==> src/rtl/p405s_icu_dp_fetchq.sv <==
// rtl/p405s_icu_dp_fetchq.sv - DEPTH x WIDTH fetch-word queue between ICU fill and decode (optional parity: P405S_ICU_FETCHQ_PARITY_EN)
module p405s_icu_dp_fetchq #(
    parameter int WIDTH = 32,
    parameter int DEPTH = 4,
    localparam int CW = $clog2(DEPTH + 1),
    localparam int AW = $clog2(DEPTH)
) (
    input  logic             CB,
    input  logic             RstL,
    input  logic [0:WIDTH-1] D,
    input  logic             E1,
    input  logic             Rd,
    input  logic             Flush,
    input  logic             ParInj,
    output logic [0:WIDTH-1] L2,
    output logic             Valid,
    output logic             Full,
    output logic [CW-1:0]    Count,
    output logic             WrDrop,
    output logic             ParErr
);

    logic [0:WIDTH-1] mem [DEPTH];
    logic [AW-1:0]    wr_ptr;
    logic [AW-1:0]    rd_ptr;
    logic             push;
    logic             pop;

    // Flush wins over everything; a full queue still accepts a push when the head is popped in the same cycle
    assign Valid = (Count != '0);
    assign Full  = (Count == CW'(DEPTH));
    assign pop   = Rd & Valid & ~Flush;
    assign push  = E1 & ~Flush & (~Full | Rd);
    assign L2    = Valid ? mem[rd_ptr] : '0;

    // Pointer, occupancy and drop-pulse bookkeeping
    always_ff @(posedge CB or negedge RstL) begin
        if (!RstL) begin
            wr_ptr <= '0;
            rd_ptr <= '0;
            Count  <= '0;
            WrDrop <= 1'b0;
        end else begin
            if (Flush) begin
                wr_ptr <= '0;
                rd_ptr <= '0;
                Count  <= '0;
            end else begin
                if (push) wr_ptr <= wr_ptr + AW'(1);
                if (pop)  rd_ptr <= rd_ptr + AW'(1);
                Count <= Count + CW'(push) - CW'(pop);
            end
            WrDrop <= E1 & Full & ~Rd & ~Flush;
        end
    end

    // Word storage; flush leaves contents in place, only the pointers move
    always_ff @(posedge CB or negedge RstL) begin
        if (!RstL) begin
            for (int i = 0; i < DEPTH; i++) mem[i] <= '0;
        end else if (push) begin
            mem[wr_ptr] <= D;
        end
    end

`ifdef P405S_ICU_FETCHQ_PARITY_EN
    logic [DEPTH-1:0] par;

    // One parity bit per entry, optionally inverted to inject an error
    always_ff @(posedge CB or negedge RstL) begin
        if (!RstL) begin
            par <= '0;
        end else if (push) begin
            par[wr_ptr] <= (^D) ^ ParInj;
        end
    end

    assign ParErr = Valid & ((^L2) != par[rd_ptr]);
`else
    logic unused_par_inj;
    assign unused_par_inj = ParInj;
    assign ParErr         = 1'b0;
`endif

endmodule

==> config.mk <==
export PLATFORM = sky130hd
export DESIGN_NAME = p405s_icu_dp_fetchq
export DESIGN_NICKNAME = d
export VERILOG_FILES = /design/src/rtl/p405s_icu_dp_fetchq.sv
export SDC_FILE = /design/constraint.sdc
export NUM_CORES = 1
export LEC_CHECK = 0
export CORE_MARGIN = 1.5
export CORE_UTILIZATION = 32
export CTS_CLUSTER_DIAMETER = 100
export DETAILED_ROUTE_END_ITERATION = 12
export GPL_TIMING_DRIVEN = 1
export PLACE_DENSITY = 0.48
export SYNTH_ARGS = -nofsm -noshare
export SYNTH_HDL_FRONTEND = slang
export SYNTH_SLANG_ARGS = --single-unit
==> constraint.sdc <==
create_clock -name CB -period 2.92 [get_ports CB]
set_input_delay 0.292 -clock CB [delete_from_list [all_inputs] [get_ports CB]]
set_output_delay 0.292 -clock CB [all_outputs]
set_load 0.1 [all_outputs]
==> results.json, run 1 <==
{
  "setup_viol": 0,
  "fin_cells": 767,
  "overflow": 0,
  "grt_max_degree": 77,
  "crit_chain": "buf_4 -> mux4_2 -> nor2b_1 -> buf_12",
  "syn2layout_area_growth_pct": 24.9,
  "worstSetupPathType": "reg -> out",
  "first_global_vias": 4080,
  "start_util_pct": 32.4,
  "die_area_um2": 22000,
  "postCtsSetupBuffers": 0,
  "leakage_nw": 3.67,
  "ys_warn_count": 0,
  "track_usage_pct": 14.5,
  "crit_arrival_ps": 2340,
  "r2r_slack_ps": 320,
  "core-area_um2": 20900,
  "hold_viol_final": 0,
  "grt_pass1_wl_um": 24000,
  "drtAntennaViolNets": 0,
  "max_slew_margin_pct": 46.8,
  "max_freq_mhz": 380,
  "syn_area_per_cell_um2": 17.1,
  "drt_iter0_drc": 172,
  "ys_seq_area_share_pct": 50.3,
  "powerDensity_nw_per_um2": 1280,
  "clk_latency_ps": 410,
  "status": "finished, final reports clean",
  "r2r_start": "Count[1]",
  "clkTransAtPathRegs_ps": 60,
  "drive_gt1_share_pct": 52.0,
  "placed_cells": 736,
  "num_vias": 3550,
  "cts_buffers": 17,
  "die_x_um": 148,
  "cts_resized": 0,
  "gp_congestion": 0.671,
  "r2r_end": "Count[2]",
  "io_pins": 77,
  "min_path_type": "in -> async",
  "cts_root_buf": "clkbuf_16",
  "netlist_top_cells_area": "dfrtp_1 50%, mux2_4 27%, mux4_2 11%",
  "critical_path_peak_fanout": 27,
  "vdd_ir_drop_max_mv": 0.838,
  "ys_ff_latch": 136,
  "yosysTopAreaCellShare_pct": 50.3,
  "diodes": 0,
  "synth_cells": 395,
  "endpoint": "L2[18]",
  "antenna_found_initial": 0,
  "max_stage_delay_ps": 890,
  "routed_wl_um": 14700,
  "detailed_place_hpwl_um": 8840,
  "mostFrequentLayoutCell": "dfrtp_1",
  "stdcell_area_um2": 8460,
  "drt-pass1-iter-count": 4,
  "dpl-instance-area_um2": 7900,
  "synth_nets": 440,
  "final_max_slew_viol_count": 0,
  "worstRegToRegCells": 10,
  "holdBufCountCts": 1,
  "ys_types": 27,
  "tightest_slew_ps": 798,
  "cts_tree": "done",
  "yosysTopAreaCell": "dfrtp_1",
  "pre_cts_slack_ps": 93.7,
  "setup-tns-final_ps": 0,
  "startpoint_type": "flop",
  "netlist_area_um2": 6770,
  "worstPathRequired_ps": 2630,
  "clockBufferDepth": 2,
  "final_cell_mix": "133 x dfrtp_1, 120 x mux2_4, 41 x buf_4, 35 x clkdlybuf4s50_1, 33 x nor2b_1",
  "skew_ps": 11.8,
  "vias_per_cell": 4.63,
  "drc": 0,
  "finalCritPeriodShare_pct": 90.2,
  "cts_htree_levels": 4,
  "cts_sinks": 136,
  "layout_min_cycle_time_ps": 2630,
  "port_buffers": 74,
  "rows": 53,
  "final_nets": 526,
  "critPathCaptureType": "output pin",
  "cpMaxStageDelayCell": "dfrtp_2",
  "drv_cap": 0,
  "critPathLaunch": "rd_ptr[1]",
  "rsz0062_at_grt": "false",
  "post_drt_wl_per_cell_um": 19.2,
  "setup_ws_ps": 287,
  "die-height_um": 148
}
power breakdown:
part | switching [mW] | internal (mW)
combinational | 3.04 | 2.47
sequential | 0.507 | 2.76
clock | 0.799 | 1.22
sequential cells by signal (all words and copies together), names as in the netlist:
register  count
Count         3
WrDrop        1
wr_ptr        2
rd_ptr        2
mem         128
how the worst min path moves through the flow:
stage               end  cells after the start  slack, ps  startpoint
2_1_floorplan  Count[0]                      0         -4        RstL
3_3_place_gp   mem[116]                      1        370        RstL
3_5_place_dp   mem[114]                      1        370        RstL
4_1_cts        mem[116]                      2        500        RstL
5_1_grt         mem[18]                      1        520     mem[18]
6_report       mem[116]                      2        470        RstL
synth_stat cells (all sizes together):
library cell and number:
dfrtp 136, mux2 129, nor2b 33, mux4 32, buf 18, clkbuf 8, ha 6, inv 6
nor2 6, nor3b 6, nand2b 2, xor2 2, a21oi 1, conb 1, fa 1, mux2i 1
nand2 1, nor3 1, nor4b 1, o21ai 1, o31ai 1, or3 1, xnor2 1
final cells by class:
type	count	area, um^2
clock buffer	22	474
clock inverter	8	73.8
fill	1926	12400
inverter	6	22.5
multi-input combinational	227	3160
sequential	136	3410
tap	275	344
timing repair buffer	93	980
routing by layer:
metal  global-route usage, %  wire, um  up-vias
li1                        -         -     1585
met1                    20.5      7150     1891
met2                    22.0      6840       64
met3                    3.87       595       10
met4                    4.31       129        0
met5                       0         0        -
worst max-delay path: cells and delay by family (launching register included):
family	cells	cell delay, ps
and+or+nand+nor	1	300
buffers and inverters	2	540
muxes	1	190
DFF	1	890
through the flow:
stage          util [%]  total power, mW  hold slack [ps]
2_1_floorplan         -             7.45            -3.59
3_3_place_gp       37.8             8.78              375
3_5_place_dp       37.8             8.84              373
4_1_cts            40.5             10.9              497
5_1_grt            40.5             11.3              520
6_report           40.5             10.8              474
cells by family after synthesis:
family,share of synthesized area [%]
xor+xnor,0.388
simple gates,5.47
buf+inv,3.25
other cells,0.0554
fa+ha+maj,1.40
compound gates,0.259
mux,38.9
flops,50.3
No activity file was read; power rests on OpenSTA's default activity.
==> inputs of run 2 (changes only) <==
Settings changed: SKIP_CTS_REPAIR_TIMING set to 1.
==> results of run 2 <==
Final layout, timing and power as in run 1 (identical DEF).
==> inputs of run 3 (changes only) <==
Settings changed: GPL_TIMING_DRIVEN 1 to 0, PLACE_DENSITY 0.48 to 0.5.
Clock period 2.92 ns to 2.15 ns, I/O delays scaled along.
==> results.json, run 3 (synthesis gave the netlist of run 1 again) <==
{
  "status": "finished with violations",
  "violations": "negative setup slack",
  "worstSetupPathType": "reg -> out",
  "die-height_um": 148,
  "core-area_um2": 20900,
  "rsz0062_at_grt": "true",
  "port_buffers": 73,
  "fin_cells": 791,
  "top_register": "mem",
  "powerDensity_nw_per_um2": 1770,
  "drtAntennaViolNets": 0,
  "clockPowerShare_pct": 17.9,
  "finalCritPeriodShare_pct": 102,
  "max_slew_margin_pct": 35.5,
  "final_cell_mix": "131 x dfrtp_1, 120 x mux2_4, 35 x clkdlybuf4s50_1, 33 x buf_12, 32 x mux4_2",
  "min_path_type": "in -> reg",
  "intPower_mw": 10.2,
  "hold_depth": 2,
  "largest_reg_flops": 128,
  "mostFrequentLayoutCell": "dfrtp_1",
  "clk_latency_ps": 420,
  "worstPathRequired_ps": 1930,
  "leakage_nw": 4.08,
  "io_pins": 77,
  "tightest_slew_ps": 966,
  "r2r_start": "Count[1]",
  "max_freq_mhz": 455,
  "skew_ps": 7.89,
  "pwr-share-seq_pct": 26.9,
  "max_stage_delay_ps": 500,
  "clockBufferDepth": 2,
  "final_max_slew_viol_count": 0,
  "clkTransAtPathRegs_ps": 60,
  "critPathCaptureType": "output pin",
  "die_x_um": 148,
  "dpl-instance-area_um2": 7980,
  "antenna_found_initial": 0,
  "start_util_pct": 32.4,
  "layout_min_cycle_time_ps": 2200,
  "combPwrFrac_pct": 55.1,
  "drt_iter0_drc": 135,
  "grt_pass1_wl_um": 23600,
  "drc": 0,
  "setup_viol": 20,
  "die_area_um2": 22000,
  "r2r_end": "Count[1]",
  "setup_ws_ps": -47.0,
  "worst_hold_path.endpoint": "Count[1]",
  "routed_wl_um": 15100,
  "switching_share_pct": 38.4,
  "detailed_place_hpwl_um": 9210,
  "drive_gt1_share_pct": 60.7,
  "diodes": 0,
  "vias_per_cell": 4.63,
  "cts_tree": "done",
  "hp-start": "Flush",
  "placed_cells": 744,
  "worstRegToRegCells": 9,
  "first_global_vias": 4066,
  "drv_cap": 0,
  "setup-tns-final_ps": -374,
  "crit_chain": "clkbuf_16 -> buf_16 -> mux4_2 -> nor2b_2 -> buf_6",
  "critical_path_peak_fanout": 5,
  "cts_sinks": 136,
  "cts_buffers": 17,
  "grt_max_degree": 99,
  "cts_root_buf": "clkbuf_16",
  "hold_viol_final": 0,
  "startpoint_type": "flop",
  "gp_congestion": 0.680,
  "drt-pass1-iter-count": 4,
  "overflow": 0,
  "syn2layout_area_growth_pct": 37.7,
  "power_switching_mw": 6.35,
  "crit_arrival_ps": 1980,
  "r2r_slack_ps": -40,
  "rows": 53,
  "top_regs": "mem: 128 flops, Count: 3 flops",
  "vdd_ir_drop_max_mv": 1.06,
  "track_usage_pct": 14.3,
  "cts_htree_levels": 4,
  "final_nets": 548,
  "cpMaxStageDelayCell": "mux4_2",
  "post_drt_wl_per_cell_um": 19.1,
  "stdcell_area_um2": 9320,
  "num_vias": 3666
}
## run 3: cell types whose count changed in the layout (fill, tap and decap cells not counted), moves of 3 or more
cell,delta
dfrtp_4,+3
clkbuf_1,+4
clkbuf_16,+4
nor2b_2,+4
nor2b_4,+28
nor2b_1,-32
buf_4,-25
buf_6,+15
buf_12,+18
dlymetal6s2s_1,+3
## run 3: power groups by stage
stage / combinational, mW / sequential (mW) / clock [mW]
after global placement: 7.37 / 4.39 / 0
after detailed placement: 7.44 / 4.43 / 0
after global routing: 9.49 / 4.59 / 3.14
after CTS: 7.46 / 4.43 / 3.05
after floorplan: 5.96 / 4.35 / 0
final: 9.11 / 4.45 / 2.96
## run 3: critical path, delay by kind of cell (launching register included)
kind | cells | cell delay (ps)
multiplexers | 1 | 500
buffers and inverters | 3 | 490
flip-flops | 1 | 410
AND/OR/NAND/NOR | 1 | 170
## run 3: area by class of cell
cell class	instances	area, um^2
Multi-Input combinational cell	227	3400
Tap cell	275	344
Fill cell	1851	11600
Timing Repair Buffer	90	1240
Buffer	25	304
Sequential cell	136	3420
Clock buffer	24	472
Inverter	6	22.5
Clock inverter	8	120
## run 3: how the worst max path moves through the flow
| stage | cells past startpoint | to | startpoint | slack (ps) |
|---|---|---|---|---|
| 5_1_grt | 10 | Count[2] | Count[1] | -150 |
| 6_report | 5 | L2[9] | rd_ptr[0] | -50 |
| 3_5_place_dp | 4 | L2[28] | Count[1] | -1500 |
| 2_1_floorplan | 9 | Count[1] | Count[0] | -390 |
| 3_3_place_gp | 1 | Count[0] | RstL | -5600 |
| 4_1_cts | 4 | L2[28] | Count[1] | -1960 |
## run 3: per-stage QoR
step	hold WS (ps)	util (%)	setup WS (ps)	total power, mW
CTS	-295	41.0	-1960	14.9
floorplan	-80.6	-	-388	10.3
global route	221	44.6	-149	17.2
finish	176	44.6	-47.0	16.5
global placement	485	38.0	-5600	11.8
detailed placement	155	38.2	-1500	11.9
## run 3: metal layers
metal / vias to the layer above / GRT usage (%) / part of all wire [%]
met3: 18 / 3.47 / 3.3
met4: 0 / 4.60 / 1.5
met1: 1942 / 19.2 / 46
li1: 1641 / - / -
met2: 65 / 22.8 / 49
met5: - / 0 / 0
